## config.mk

```make
export PLATFORM = sky130hd
export DESIGN_NAME = ifetch_ctrl
export DESIGN_NICKNAME = d
export VERILOG_FILES = /design/src/rtl/ifetch_ctrl.sv
export SDC_FILE = /design/constraint.sdc
export NUM_CORES = 1
export LEC_CHECK = 0
export ABC_AREA = 1
export CAP_MARGIN = 20
export CORE_ASPECT_RATIO = 1.25
export CORE_MARGIN = 2
export CORE_UTILIZATION = 35
export DETAILED_ROUTE_END_ITERATION = 6
export GPL_TIMING_DRIVEN = 0
export PLACE_DENSITY_LB_ADDON = 0.05
export SKIP_LAST_GASP = 1
export SLEW_MARGIN = 0
export SYNTH_ARGS = -nofsm -noshare
export SYNTH_HDL_FRONTEND = slang
export SYNTH_SLANG_ARGS = --single-unit
```

## constraint.sdc

```tcl
create_clock -name clk_i -period 3.1 [get_ports clk_i]
set_clock_uncertainty 0.15 [all_clocks]
set_input_delay 0.465 -clock clk_i [delete_from_list [all_inputs] [get_ports clk_i]]
set_output_delay 0.465 -clock clk_i [all_outputs]
set_load 0.1 [all_outputs]
```

## src/rtl/ifetch_ctrl.sv

```systemverilog
// Instruction fetch controller: owns the PC, reads a 1-cycle-latency BRAM, buffers words in a
// 2-entry queue toward decode. Define IFETCH_PERF_EN to add fetch/stall performance counters.
module ifetch_ctrl #(
  parameter int unsigned           ADDR_WIDTH = 10,
  parameter int unsigned           DATA_WIDTH = 32,
  parameter logic [ADDR_WIDTH-1:0] RESET_PC   = '0
) (
  input  logic                  clk_i,
  input  logic                  rst_ni,
  input  logic                  start_i,
  input  logic                  stop_i,
  input  logic                  redirect_valid_i,
  input  logic [ADDR_WIDTH-1:0] redirect_pc_i,
  input  logic                  load_valid_i,
  input  logic [ADDR_WIDTH-1:0] load_addr_i,
  input  logic [DATA_WIDTH-1:0] load_data_i,
  output logic                  load_ready_o,
  output logic                  instr_valid_o,
  input  logic                  instr_ready_i,
  output logic [DATA_WIDTH-1:0] instr_data_o,
  output logic [ADDR_WIDTH-1:0] instr_pc_o,
  output logic [ADDR_WIDTH-1:0] mem_addr_o,
  output logic                  mem_rd_n_o,
  output logic                  mem_wr_n_o,
  output logic [DATA_WIDTH-1:0] mem_wdata_o,
  input  logic [DATA_WIDTH-1:0] mem_rdata_i,
  output logic                  busy_o
`ifdef IFETCH_PERF_EN
  ,
  output logic [31:0]           perf_fetched_o,
  output logic [31:0]           perf_stall_o
`endif
);

  typedef enum logic [1:0] {StIdle, StRun, StDrain} state_e;

  state_e                state_q, state_d;
  logic [ADDR_WIDTH-1:0] pc_q, pc_d;
  logic                  epoch_q, epoch_d;
  logic                  inflight_q, inflight_d;
  logic                  inflight_epoch_q, inflight_epoch_d;
  logic [ADDR_WIDTH-1:0] inflight_pc_q, inflight_pc_d;
  logic [1:0]            count_q, count_d;
  logic                  rd_ptr_q, rd_ptr_d;
  logic                  wr_ptr_q, wr_ptr_d;
  logic [DATA_WIDTH-1:0] q_data_q [2];
  logic [ADDR_WIDTH-1:0] q_pc_q [2];

  logic       issue, land, deq, flush;
  logic [2:0] occ;

  // Words buffered plus the one possibly on the BRAM output bus.
  assign occ   = {1'b0, count_q} + {2'b00, inflight_q};
  assign flush = redirect_valid_i | stop_i;

  assign busy_o       = (state_q != StIdle);
  assign mem_wdata_o  = load_data_i;
  assign instr_data_o = q_data_q[rd_ptr_q];
  assign instr_pc_o   = q_pc_q[rd_ptr_q];

  always_comb begin
    state_d          = state_q;
    pc_d             = pc_q;
    epoch_d          = epoch_q;
    issue            = 1'b0;
    load_ready_o     = 1'b0;
    mem_wr_n_o       = 1'b1;
    mem_addr_o       = pc_q;
    instr_valid_o    = (count_q != 2'd0) && !redirect_valid_i;
    deq              = instr_valid_o && instr_ready_i;

    unique case (state_q)
      StIdle: begin
        load_ready_o = rst_ni && !start_i;
        if (load_valid_i && load_ready_o) begin
          mem_wr_n_o = 1'b0;
          mem_addr_o = load_addr_i;
        end
        if (start_i) state_d = StRun;
      end
      StRun: begin
        issue = !redirect_valid_i && !stop_i && (occ < (3'd2 + {2'b00, deq}));
        if (stop_i) state_d = StDrain;
      end
      StDrain: begin
        if (!inflight_q) state_d = StIdle;
      end
      default: state_d = StIdle;
    endcase

    mem_rd_n_o = !issue;
    if (issue) pc_d = pc_q + 1'b1;
    if (redirect_valid_i) begin
      pc_d    = redirect_pc_i;
      epoch_d = ~epoch_q;
    end

    inflight_d       = issue;
    inflight_pc_d    = pc_q;
    inflight_epoch_d = epoch_q;

    // A returning word is kept only if no flush coincides and its epoch is current.
    land = inflight_q && (inflight_epoch_q == epoch_q) && (state_q == StRun) && !flush;

    rd_ptr_d = rd_ptr_q ^ deq;
    wr_ptr_d = wr_ptr_q ^ land;
    count_d  = count_q + {1'b0, land} - {1'b0, deq};
    if (flush) begin
      count_d  = 2'd0;
      rd_ptr_d = 1'b0;
      wr_ptr_d = 1'b0;
    end
  end

  always_ff @(posedge clk_i or negedge rst_ni) begin
    if (!rst_ni) begin
      state_q          <= StIdle;
      pc_q             <= RESET_PC;
      epoch_q          <= 1'b0;
      inflight_q       <= 1'b0;
      inflight_epoch_q <= 1'b0;
      inflight_pc_q    <= '0;
      count_q          <= 2'd0;
      rd_ptr_q         <= 1'b0;
      wr_ptr_q         <= 1'b0;
    end else begin
      state_q          <= state_d;
      pc_q             <= pc_d;
      epoch_q          <= epoch_d;
      inflight_q       <= inflight_d;
      inflight_epoch_q <= inflight_epoch_d;
      inflight_pc_q    <= inflight_pc_d;
      count_q          <= count_d;
      rd_ptr_q         <= rd_ptr_d;
      wr_ptr_q         <= wr_ptr_d;
    end
  end

  always_ff @(posedge clk_i or negedge rst_ni) begin
    if (!rst_ni) begin
      for (int i = 0; i < 2; i++) begin
        q_data_q[i] <= '0;
        q_pc_q[i]   <= '0;
      end
    end else if (land) begin
      q_data_q[wr_ptr_q] <= mem_rdata_i;
      q_pc_q[wr_ptr_q]   <= inflight_pc_q;
    end
  end

`ifdef IFETCH_PERF_EN
  logic [31:0] perf_fetched_q, perf_stall_q;

  always_ff @(posedge clk_i or negedge rst_ni) begin
    if (!rst_ni) begin
      perf_fetched_q <= '0;
      perf_stall_q   <= '0;
    end else if ((state_q == StIdle) && start_i) begin
      perf_fetched_q <= '0;
      perf_stall_q   <= '0;
    end else begin
      if (deq && (perf_fetched_q != '1)) perf_fetched_q <= perf_fetched_q + 32'd1;
      if ((state_q == StRun) && !instr_valid_o && (perf_stall_q != '1)) begin
        perf_stall_q <= perf_stall_q + 32'd1;
      end
    end
  end

  assign perf_fetched_o = perf_fetched_q;
  assign perf_stall_o   = perf_stall_q;
`endif

endmodule

```

After elaboration in Yosys (flattened, before gate mapping):

Index checks and enable logic that the tools add are counted.

* bitwise gates (word level): 6
* $add $sub $neg: 5
* muxes and demuxes: 27
* eq/ne operators: 6
* magnitude comparators: 4
* reductions and logical operators: 20

Operators by type and width (count)
* 32-bit 2-to-1 mux: 4
* 10-bit 2-to-1 mux: 8
* 64-bit bitwise mux: 1
* 32-bit demux with 1-bit select: 1
* 20-bit bitwise mux: 1
* 10-bit by 1-bit adder with 10-bit output (second input constant): 1
* 10-bit demux with 1-bit select: 1
* 1-bit logical AND: 10
* 2-bit 2-to-1 mux: 4
* 1-bit 2-to-1 mux: 6
* 2-bit inequality test (second input constant): 3
* 2-bit case mux with 3 select lines: 1
* 2-bit nonzero test: 3
* 1-bit zero test: 5
* 2-bit >= comparator (second input constant): 2
* 1-bit NOT with 2-bit output: 2
* 2-bit by 1-bit adder with 3-bit output: 1
* 2-bit by 1-bit adder with 3-bit output (first input constant): 1
* 3-bit less-than comparator: 1
* 3-bit AND reduction: 1
* 2-bit by 1-bit adder with 2-bit output: 1
* 2-bit by 1-bit == test with 1-bit output (second input constant): 1
* 2-bit == test (second input constant): 1
* 2-bit zero test: 1
* other kinds (6): 7

* register bits: 113
* input port bits: 91
* output and inout port bits: 89
* logic and storage cells: 81

Logic depth before layout (Yosys ltp):

Gate-level depths: netlist of the first run.

* word-level depth: 9
* gate-level depth with buffers: 10
* mapped depth without buffers: 9

Worst setup path before layout of the first run:

Ideal clock, no wire load.

* path type: register -> output
* start point: register state_q[1]
* end point: output port mem_addr_o[9]
* arrival time: 3435 ps
* path buffers: 0
* setup slack: -950 ps
* data required time: 2485 ps
* stages on the path, launching flop included: 6
* path through: dfrtp_1 -> nor2_2 -> inv_2 -> nor3b_4 -> nand2_4 -> a21oi_1

* cells in the longest elaborated chain, start to end: 2

Ends and longest elaborated chain
* from (decl): line 37 `state_e state_q, state_d;`
* from (signal assigned): line 117 `state_q <= StIdle;`
* from (signal assigned): line 127 `state_q <= state_d;`
* 2-bit zero test: line 72 `unique case (state_q)`
* 10-bit 2-to-1 mux: line 72
* to (decl): line 22 `output logic [ADDR_WIDTH-1:0] mem_addr_o,`

Every way passes these cells.

Worst setup path in the final report of the first run:

* start point: register rd_ptr_q
* end point: output port instr_data_o[2]

* cells in the longest elaborated chain, start to end: 4

Ends and longest elaborated chain
* from (decl): line 44 `logic rd_ptr_q, rd_ptr_d;`
* from (signal assigned): line 134 `rd_ptr_q <= rd_ptr_d;`
* 1-bit NOT with 2-bit output (implied by the code): line 58 `assign instr_data_o = q_data_q[rd_ptr_q];`
* 32-bit 2-to-1 mux (implied by the code) (3 in series): line 58
* to (decl): line 20 `output logic [DATA_WIDTH-1:0] instr_data_o,`

Every way passes these cells. The select of a mux whose other input is x is not followed.

==> impl_summary.txt, run 1 <==
----------------------------------------------------
[Placed design]
  Setup WS pre-CTS ... -0.520 ns
  Quantity of I/O buffers inserted on ports ... approximately 150
  Area after detailed placement ... 7220 um2
  Cell Count Post-Placement ... 923
  GPL Wtd Cong ... between 0.7 and 0.8
  Half-perimeter wire length after placement ... a little under 10 mm

[Min path]
  Hold crit path type ... flop to flop
  Min-Delay Path Depth ... 0
  End point of the worst hold path ... inflight_epoch_q
  Hold Path Origin ... epoch_q

[Worst setup path]
  Critical Path Source Type ... flop
  Worst R2R Path Depth ... 9
  WS Path Type ... flop to output port
  WP data arrival ... between 2 and 2.5 ns
  Critical path endpoint category ... output port
  Critical path origin ... rd_ptr_q
  Launch point of the worst reg-to-reg path ... epoch_q
  Maximum fanout count along the critical path ... 10
  Required time of the critical path ... between 2 and 2.5 ns
  Worst reg-to-reg setup slack ... between 0.6 and 0.7 ns
  Worst flop-to-flop path endpoint ... q_data_q[38]

[Yosys]
  Leading cell types by count after synthesis ... 147 x sky130_fd_sc_hd__nand2_1, 113 x sky130_fd_sc_hd__dfrtp_1, 88 x sky130_fd_sc_hd__o21ai_0
  Post-synthesis cell type count ... 22
  Yosys warns ... 0
  Most frequently used cell type in the post-synthesis netlist ... sky130_fd_sc_hd__nand2_1
  Synthesized area divided by synthesized cell count ... between 9 and 10 um2
  Synthesized Nets ... ~690
  Area leader, netlist ... sky130_fd_sc_hd__dfrtp_1
  Synthesized area ... about 5400 um2
  Seq/Total Area, Yosys ... 0.524
  Synth async-reset ratio ... 1.00
  Number of cells produced by synthesis ... between 500 and 600
  Flip-flop and latch count after synthesis ... about 110
  Synth area leaders ... sky130_fd_sc_hd__dfrtp_1 52%, sky130_fd_sc_hd__nand2_1 10%, sky130_fd_sc_hd__mux2_2 8.8%
  Number of enable flip-flop cells after synthesis ... 0
  Most common flop cell mapped by yosys ... sky130_fd_sc_hd__dfrtp_1
  Share of the synthesized area in the top cell type ... 0.524

[Global routing]
  Total congestion overflow after global routing ... 0
  Largest net degree at the start of global routing ... 65
  Vias in the first global route ... roughly 4600
  Initial antenna violation count ... 0
  All-layer global routing usage ... 0.173
  Global-route track usage on met1 ... 0.218
  Busiest layer in global routing ... met2
  First-pass GRT wire length ... about 22 mm
  Met2 GRT Util ... 0.293
  Met3 track demand over resource ... 0.0424

[Timing]
  Final Slew Violations ... 0
  Fin crit period ... 2.98 ns
  Final setup viols ... 0
  Period utilisation layout ... 0.963
  Final hold violations ... 0
  Final worst-path setup slack ... 0.116 ns
  Worst slew margin relative to its limit ... 0.337
  Least-Margin Pin Slew ... between 0.9 and 1 ns
  Maximum clock frequency ... about 340 MHz
  Setup repair after global routing missed its margin ... true
  Worst hold slack after final layout ... ~0.3 ns

[Clock tree]
  Maximum level of the CTS H-tree ... 4
  Post-CTS setup repair buffer count ... 0
  Master cell of the clock root buffer ... sky130_fd_sc_hd__clkbuf_16
  CTS tree ... built
  Insertion delay to the later sink of the worst-skew pair ... roughly 0.4 ns
  Sink Count ... approximately 110
  Clk pin slew, worst setup/hold paths ... ~0.05 ns
  Total CTS buffers ... 17
  Max clock buf depth ... 2

[Cells and area]
  Number of non-filler instances in the completed layout ... between 900 and 1000
  Final net count ... between 800 and 900
  Area added between synthesis and finish ... 46.5%
  Post-route cell area ... approximately 7900 um2
  Number of diodes ... 0
  Fraction of layout cells with a size suffix above 1 ... 0.239

[Detailed routing]
  Total Wirelength ... ~14 mm
  Average vias per placed instance ... between 4 and 5
  Post-detailed-route wirelength per cell ... roughly 14 um
  Remaining routing DRC violations ... 0
  Post-route antenna net violation count ... 0
  Vias after detailed routing ... 4453
  Pre-Repair DR Iteration Count ... 4
  Number of design-rule violations left by the first detailed-router iteration ... slightly below 200

[Floorplan]
  Count of pins on the block boundary ... 180
  Die span in x ... 115 um
  Starting Density ... 0.359
  Die Footprint ... between 15000 and 20000 um2
  Chip height ... 143 um
  Cell Rows ... 50
  Area of the core ... 15000 um2

[Run]
  Max cap viols ... 0

[Power and ir drop]
  Pleak ... between 3 and 4 nW
  Power per Cell Area ... just over 800 nW/um2
  Worst IR drop on VDD ... ~380 uV

[Status]
  Status ... complete, no violations

----------------------------------------------------
-- metal layers --
layer	vias to the layer above	routed length, um
met5	-	0
met4	0	144
met3	10	712
met2	128	6850
met1	2112	5920
li1	2203	-
-- worst max-delay path by stage --
stage | to | slack (ns) | cells past startpoint
floorplan | instr_data_o[0] | -0.22 | 2
global placement | mem_addr_o[6] | -4.63 | 6
detailed placement | mem_rd_n_o | -0.52 | 9
CTS | instr_data_o[6] | -0.14 | 5
global route | instr_data_o[5] | -0.04 | 5
finish | instr_data_o[2] | 0.12 | 5
-- stage by stage --
stage / power [mW] / utilization / setup TNS (ns)
2_1_floorplan: 3.67 / - / -7.42
6_report: 6.39 / 0.526 / 0
4_1_cts: 6.47 / 0.530 / -1.13
3_3_place_gp: 4.26 / 0.479 / -412.21
3_5_place_dp: 4.28 / 0.481 / -18.74
5_1_grt: 6.64 / 0.526 / -0.0398
-- layout by cell type, fill, tap and decap left out, types with 17 or more instances in the layout --
cell and instances:
sky130_fd_sc_hd__buf_4 33, sky130_fd_sc_hd__clkdlybuf4s15_2 27, sky130_fd_sc_hd__nand2_1 144, sky130_fd_sc_hd__dfrtp_1 113, sky130_fd_sc_hd__o21ai_0 74, sky130_fd_sc_hd__clkbuf_16 17, sky130_fd_sc_hd__mux2_2 42, sky130_fd_sc_hd__buf_2 18
sky130_fd_sc_hd__clkdlybuf4s50_1 91, sky130_fd_sc_hd__inv_1 65, sky130_fd_sc_hd__nor2_1 20, sky130_fd_sc_hd__nand3_1 28, sky130_fd_sc_hd__clkbuf_1 19
-- sequential cells by signal, indices dropped and copies added, names as in the netlist --
name and count:
epoch_q 1, count_q 2, state_q 2, inflight_q 1, q_pc_q 20, q_data_q 64, wr_ptr_q 1, inflight_epoch_q 1
inflight_pc_d 10, rd_ptr_q 1, inflight_pc_q 10
-- kinds of logic (layout without fill, tap and decap cells) --
kind of cell    after synthesis  count (layout)  share of synthesized area
xor+xnor                      7               7                     0.0114
fa+ha+maj                     7               7                     0.0162
flops                       113             113                      0.524
buf+inv                     126             308                      0.113
simple gates                201             201                      0.152
compound gates               97              97                     0.0949
mux                          42              42                     0.0877
-- what timing repair did --
action | CTS | global route
hold endpoints to repair | 49 | 0
pin swaps | 0 | 0
setup endpoints to repair | 55 | 20
hold buffers | 2 | 0
resized for setup | 200 | 29
-- power breakdown --
part | switching, mW | total, mW | leakage (nW) | internal [mW]
Clock | 0.651 | 2.22 | 0.328 | 1.57
Combinational | 1.88 | 2.38 | 2.07 | 0.504
Sequential | 0.106 | 1.79 | 1.35 | 1.68
-- worst max-delay path, cell delays in order, from the launching register on --
cell,delay [ns]
sky130_fd_sc_hd__dfrtp_1,0.47
sky130_fd_sc_hd__clkbuf_1,0.39
sky130_fd_sc_hd__clkbuf_2,0.35
sky130_fd_sc_hd__nand2_1,0.07
sky130_fd_sc_hd__o21ai_1,0.09
sky130_fd_sc_hd__clkdlybuf4s15_2,0.58
-- cell type report --
type	instances	area [um2]
Clock buffer	23	478
Fill cell	1413	7120
Multi-Input combinational cell	354	2040
Buffer	59	372
Inverter	67	256
Tap cell	182	228
Sequential cell	113	2830
Timing Repair Buffer	150	1490
Clock inverter	9	201
Power figures use the tool's default switching activity.
==> run 2, diff against run 1 <==
--- a/config.mk
+++ b/config.mk
@@ -7,10 +7,11 @@
 export LEC_CHECK = 0
 export ABC_AREA = 1
 export CAP_MARGIN = 20
-export CORE_ASPECT_RATIO = 1.25
+export CORE_ASPECT_RATIO = 1.2
 export CORE_MARGIN = 2
 export CORE_UTILIZATION = 35
 export DETAILED_ROUTE_END_ITERATION = 6
+export DONT_BUFFER_PORTS = 1
 export GPL_TIMING_DRIVEN = 0
 export PLACE_DENSITY_LB_ADDON = 0.05
 export SKIP_LAST_GASP = 1
==> constraint.sdc (replaced) <==
create_clock -name clk_i -period 2.9 [get_ports clk_i]
set_clock_uncertainty 0.15 [all_clocks]
set_input_delay 0.435 -clock clk_i [delete_from_list [all_inputs] [get_ports clk_i]]
set_output_delay 0.435 -clock clk_i [all_outputs]
set_load 0.1 [all_outputs]
==> run 2 against run 1 <==
  * The flow now finishes with violations (negative hold slack, negative setup slack)
  * Sequential power is 7% higher
  * Global-route usage is 0.68 points lower
  * First-iteration DRC count is 32% higher
  * Sequential share of layout area is 4.2 points higher
  * Routed wire length is 4.6% lower
  * Clock power is 13% lower
  * Utilization is 5.5 points lower
  * Highest routed layer unchanged
  * Worst setup slack worse by 0.14 ns
  * Via count is 7.7% lower
  * Critical path depth is 3 lower
  * Combinational power hardly changed
  * Non-clock buffer count is 113 lower
==> impl_summary.txt, run 2 (synthesis results as in run 1) <==
----------------------------------------------------
[Placed design]
  Quantity of I/O buffers inserted on ports ... 0 (was 147)
  Area after detailed placement ... 6030 um2 (was 7220 um2)
  Half-perimeter wire length after placement ... 8.95 mm (was 9.68 mm)
  Setup WS pre-CTS ... 0.228 ns (was -0.520 ns)
  GPL Wtd Cong ... 0.722 (was 0.797)

[Worst setup path]
  Path length in cells of the critical path ... 2 (was 5)
  WS Path Type ... flop to output port (unchanged)
  Worst R2R Path Depth ... 10 (was 9)
  CP bufs+invs ... 1 (was 3)
  Required time of the critical path ... 2.32 ns (was 2.48 ns)
  Worst reg-to-reg setup slack ... 0.46 ns (was 0.66 ns)
  Kind of cell adding the most delay to the critical path ... compound AO/OA/AOI/OAI gates (was buffers and inverters)
  Maximum fanout count along the critical path ... 10 (unchanged)
  Critical Path Source Type ... flop (unchanged)
  Longest individual stage delay on the worst path ... 1.03 ns (was 0.58 ns)
  Launch point of the worst reg-to-reg path ... state_q[0] (was epoch_q)
  Cells along the critical path ... clkbuf_1 > o21ai_2 (was clkbuf_1 > clkbuf_2 > nand2_1 > o21ai_1 > clkdlybuf4s15_2)
  Slowest cell on crit path ... sky130_fd_sc_hd__o21ai_2 (was sky130_fd_sc_hd__clkdlybuf4s15_2)
  Critical path endpoint category ... output port (unchanged)
  WP data arrival ... 2.34 ns (was 2.37 ns)
  Worst flop-to-flop path endpoint ... q_data_q[41] (was q_data_q[38])

[Power and ir drop]
  Power per Cell Area ... 879 nW/um2 (was 809 nW/um2)
  Worst IR drop on VDD ... 376 uV (about the same)
  Pleak ... 3.33 nW (was 3.75 nW)

[Detailed routing]
  Average vias per placed instance ... 4.74 (was 4.65)
  Vias after detailed routing ... 4108 (was 4453)
  Number of design-rule violations left by the first detailed-router iteration ... 258 (was 195)
  Post-detailed-route wirelength per cell ... 15.0 um (was 14.2 um)
  Post-route antenna net violation count ... 0 (unchanged)
  Total Wirelength ... 13.0 mm (was 13.6 mm)
  Remaining routing DRC violations ... 0 (unchanged)
  Pre-Repair DR Iteration Count ... 4 (unchanged)

[Timing]
  Fin crit period ... about 3 ns
  Maximum clock frequency ... 342 MHz
  Final Slew Violations ... 0 (unchanged)
  Period utilisation layout ... 1.01
  Final setup viols ... 14 (was 0)
  Final hold violations ... 113 (was 0)
  Final worst-path setup slack ... -0.0265 ns (was 0.116 ns)
  Least-Margin Pin Slew ... 1.16 ns (was 0.998 ns)
  Worst slew margin relative to its limit ... 0.225 (was 0.337)
  Setup repair after global routing missed its margin ... true (unchanged)
  Worst hold slack after final layout ... -0.418 ns (was 0.304 ns)

[Clock tree]
  Master cell of the clock root buffer ... sky130_fd_sc_hd__clkbuf_16 (unchanged)
  Insertion delay to the later sink of the worst-skew pair ... 0.40 ns (was 0.41 ns)
  Number of hold-repair buffers added at the cts stage ... 26 (was 2)
  Total CTS buffers ... 17 (unchanged)
  Sink Count ... 113 (unchanged)
  Max clock buf depth ... 2 (unchanged)
  CTS tree ... built (unchanged)
  Maximum level of the CTS H-tree ... 4 (unchanged)
  Clk pin slew, worst setup/hold paths ... 0.05 ns (about the same)

[Global routing]
  Initial antenna violation count ... 0 (unchanged)
  Vias in the first global route ... 4146 (was 4559)
  All-layer global routing usage ... 0.166 (was 0.173)
  First-pass GRT wire length ... 21.5 mm (was 22.3 mm)
  Largest net degree at the start of global routing ... 115 (was 65)
  Total congestion overflow after global routing ... 0 (unchanged)

[Cells and area]
  Number of filler instances in the final layout ... 1442 (was 1413)
  Largest register by flop count ... q_data_q (unchanged)
  Leading registers by flop count ... q_data_q (64), q_pc_q (20) (unchanged)
  Top library cells by usage in the layout, fill and taps aside ... 141 x sky130_fd_sc_hd__nand2_1, 113 x sky130_fd_sc_hd__dfrtp_1, 65 x sky130_fd_sc_hd__inv_1 (was 144 x sky130_fd_sc_hd__nand2_1, 113 x sky130_fd_sc_hd__dfrtp_1, 91 x sky130_fd_sc_hd__clkdlybuf4s50_1)
  Fraction of layout cells with a size suffix above 1 ... 0.281 (was 0.239)
  Register Area ... 2830 um2 (unchanged)
  Area added between synthesis and finish ... 31.1% (was 46.5%)
  Final net count ... 747 (was 860)
  Most frequent standard cell in the layout excluding fill and tap cells ... sky130_fd_sc_hd__nand2_1 (unchanged)
  Final standard cell utilization of the core ... 0.471 (was 0.526)
  Post-route cell area ... 7070 um2 (was 7900 um2)
  Flip-flop count of the largest register after layout ... 64 (unchanged)
  Number of diodes ... 0 (unchanged)
  Total area of multi-input combinational cells ... 2390 um2 (was 2040 um2)

[Floorplan]
  Die span in x ... 117 um (was 115 um)
  Chip height ... 140 um (was 143 um)
  Cell Rows ... 49 (was 50)
  Count of pins on the block boundary ... 180 (unchanged)
  Die Footprint ... 16400 um2 (about the same)
  Starting Density ... 0.359 (about the same)
  Area of the core ... 15000 um2 (about the same)

[Run]
  Max cap viols ... 0 (unchanged)

[Status]
  Status ... complete, but fails checks (was complete, no violations)
  Violated checks ... negative hold slack, negative setup slack

[Min path]
  Hold crit path type ... input port to asynchronous set/reset pin (was flop to flop)

----------------------------------------------------
==> run 2: worst register-to-register path, cell delays in order, from the launching register on <==
cell	delay [ns]
sky130_fd_sc_hd__dfrtp_1	0.39
sky130_fd_sc_hd__buf_4	0.13
sky130_fd_sc_hd__nand2_1	0.08
sky130_fd_sc_hd__inv_1	0.09
sky130_fd_sc_hd__nand3_1	0.11
sky130_fd_sc_hd__inv_1	0.10
sky130_fd_sc_hd__ha_1	0.20
sky130_fd_sc_hd__clkbuf_1	0.38
sky130_fd_sc_hd__clkbuf_1	0.51
sky130_fd_sc_hd__nand2_1	0.12
sky130_fd_sc_hd__o21ai_0	0.10
==> run 2: worst max-delay path by stage <==
| stage | start | slack, ns | endpoint |
|---|---|---|---|
| after global placement | rd_ptr_q | -0.80 | instr_pc_o[8] |
| after CTS | state_q[0] | -0.16 | mem_addr_o[0] |
| final | rd_ptr_q | -0.03 | instr_data_o[21] |
| after global routing | state_q[1] | -0.12 | mem_addr_o[8] |
| after floorplan | rd_ptr_q | -0.39 | instr_data_o[0] |
| after detailed placement | state_q[1] | 0.23 | mem_addr_o[0] |
==> run 2: repair_timing <==
action                                  CTS  global route
resized for setup                         4            21
hold endpoints to repair                138           113
pin swaps                                 6             5
gates cloned                              1             0
setup buffers                             5             2
endpoints found under the setup margin   47            48
==> run 2: layout make-up <==
type / instances / area share
clock buffer: 28 / 0.0773
inverter: 67 / 0.0366
tap: 204 / 0.0361
multi-input combinational: 354 / 0.338
clock inverter: 4 / 0.00283
buffer: 59 / 0.0536
timing repair buffer: 37 / 0.0557
sequential: 113 / 0.400
==> run 2: where the power goes <==
| group | total [mW] | internal, mW | switching [mW] |
|---|---|---|---|
| registers | 1.92 | 1.80 | 0.121 |
| logic | 2.37 | 0.376 | 2.00 |
| clock network | 1.93 | 1.27 | 0.659 |
==> run 2: stage by stage <==
stage | TNS, ns | instances | total power, mW
floorplan | -13.59 | 593 | 3.97
global placement | -24.59 | 797 | 4.10
detailed placement | 0 | 800 | 4.21
CTS | -0.907 | 864 | 6.24
global route | -2.51 | 866 | 6.48
finish | -0.163 | 866 | 6.21
==> run 2: layer usage <==
metal	track usage	share of wire	wire, um	vias to the layer above
li1	-	-	-	1982
met1	0.206	0.42	5500	1985
met2	0.275	0.50	6480	129
met3	0.0529	0.063	815	12
met4	0.0590	0.015	192	0
met5	0	0	0	-
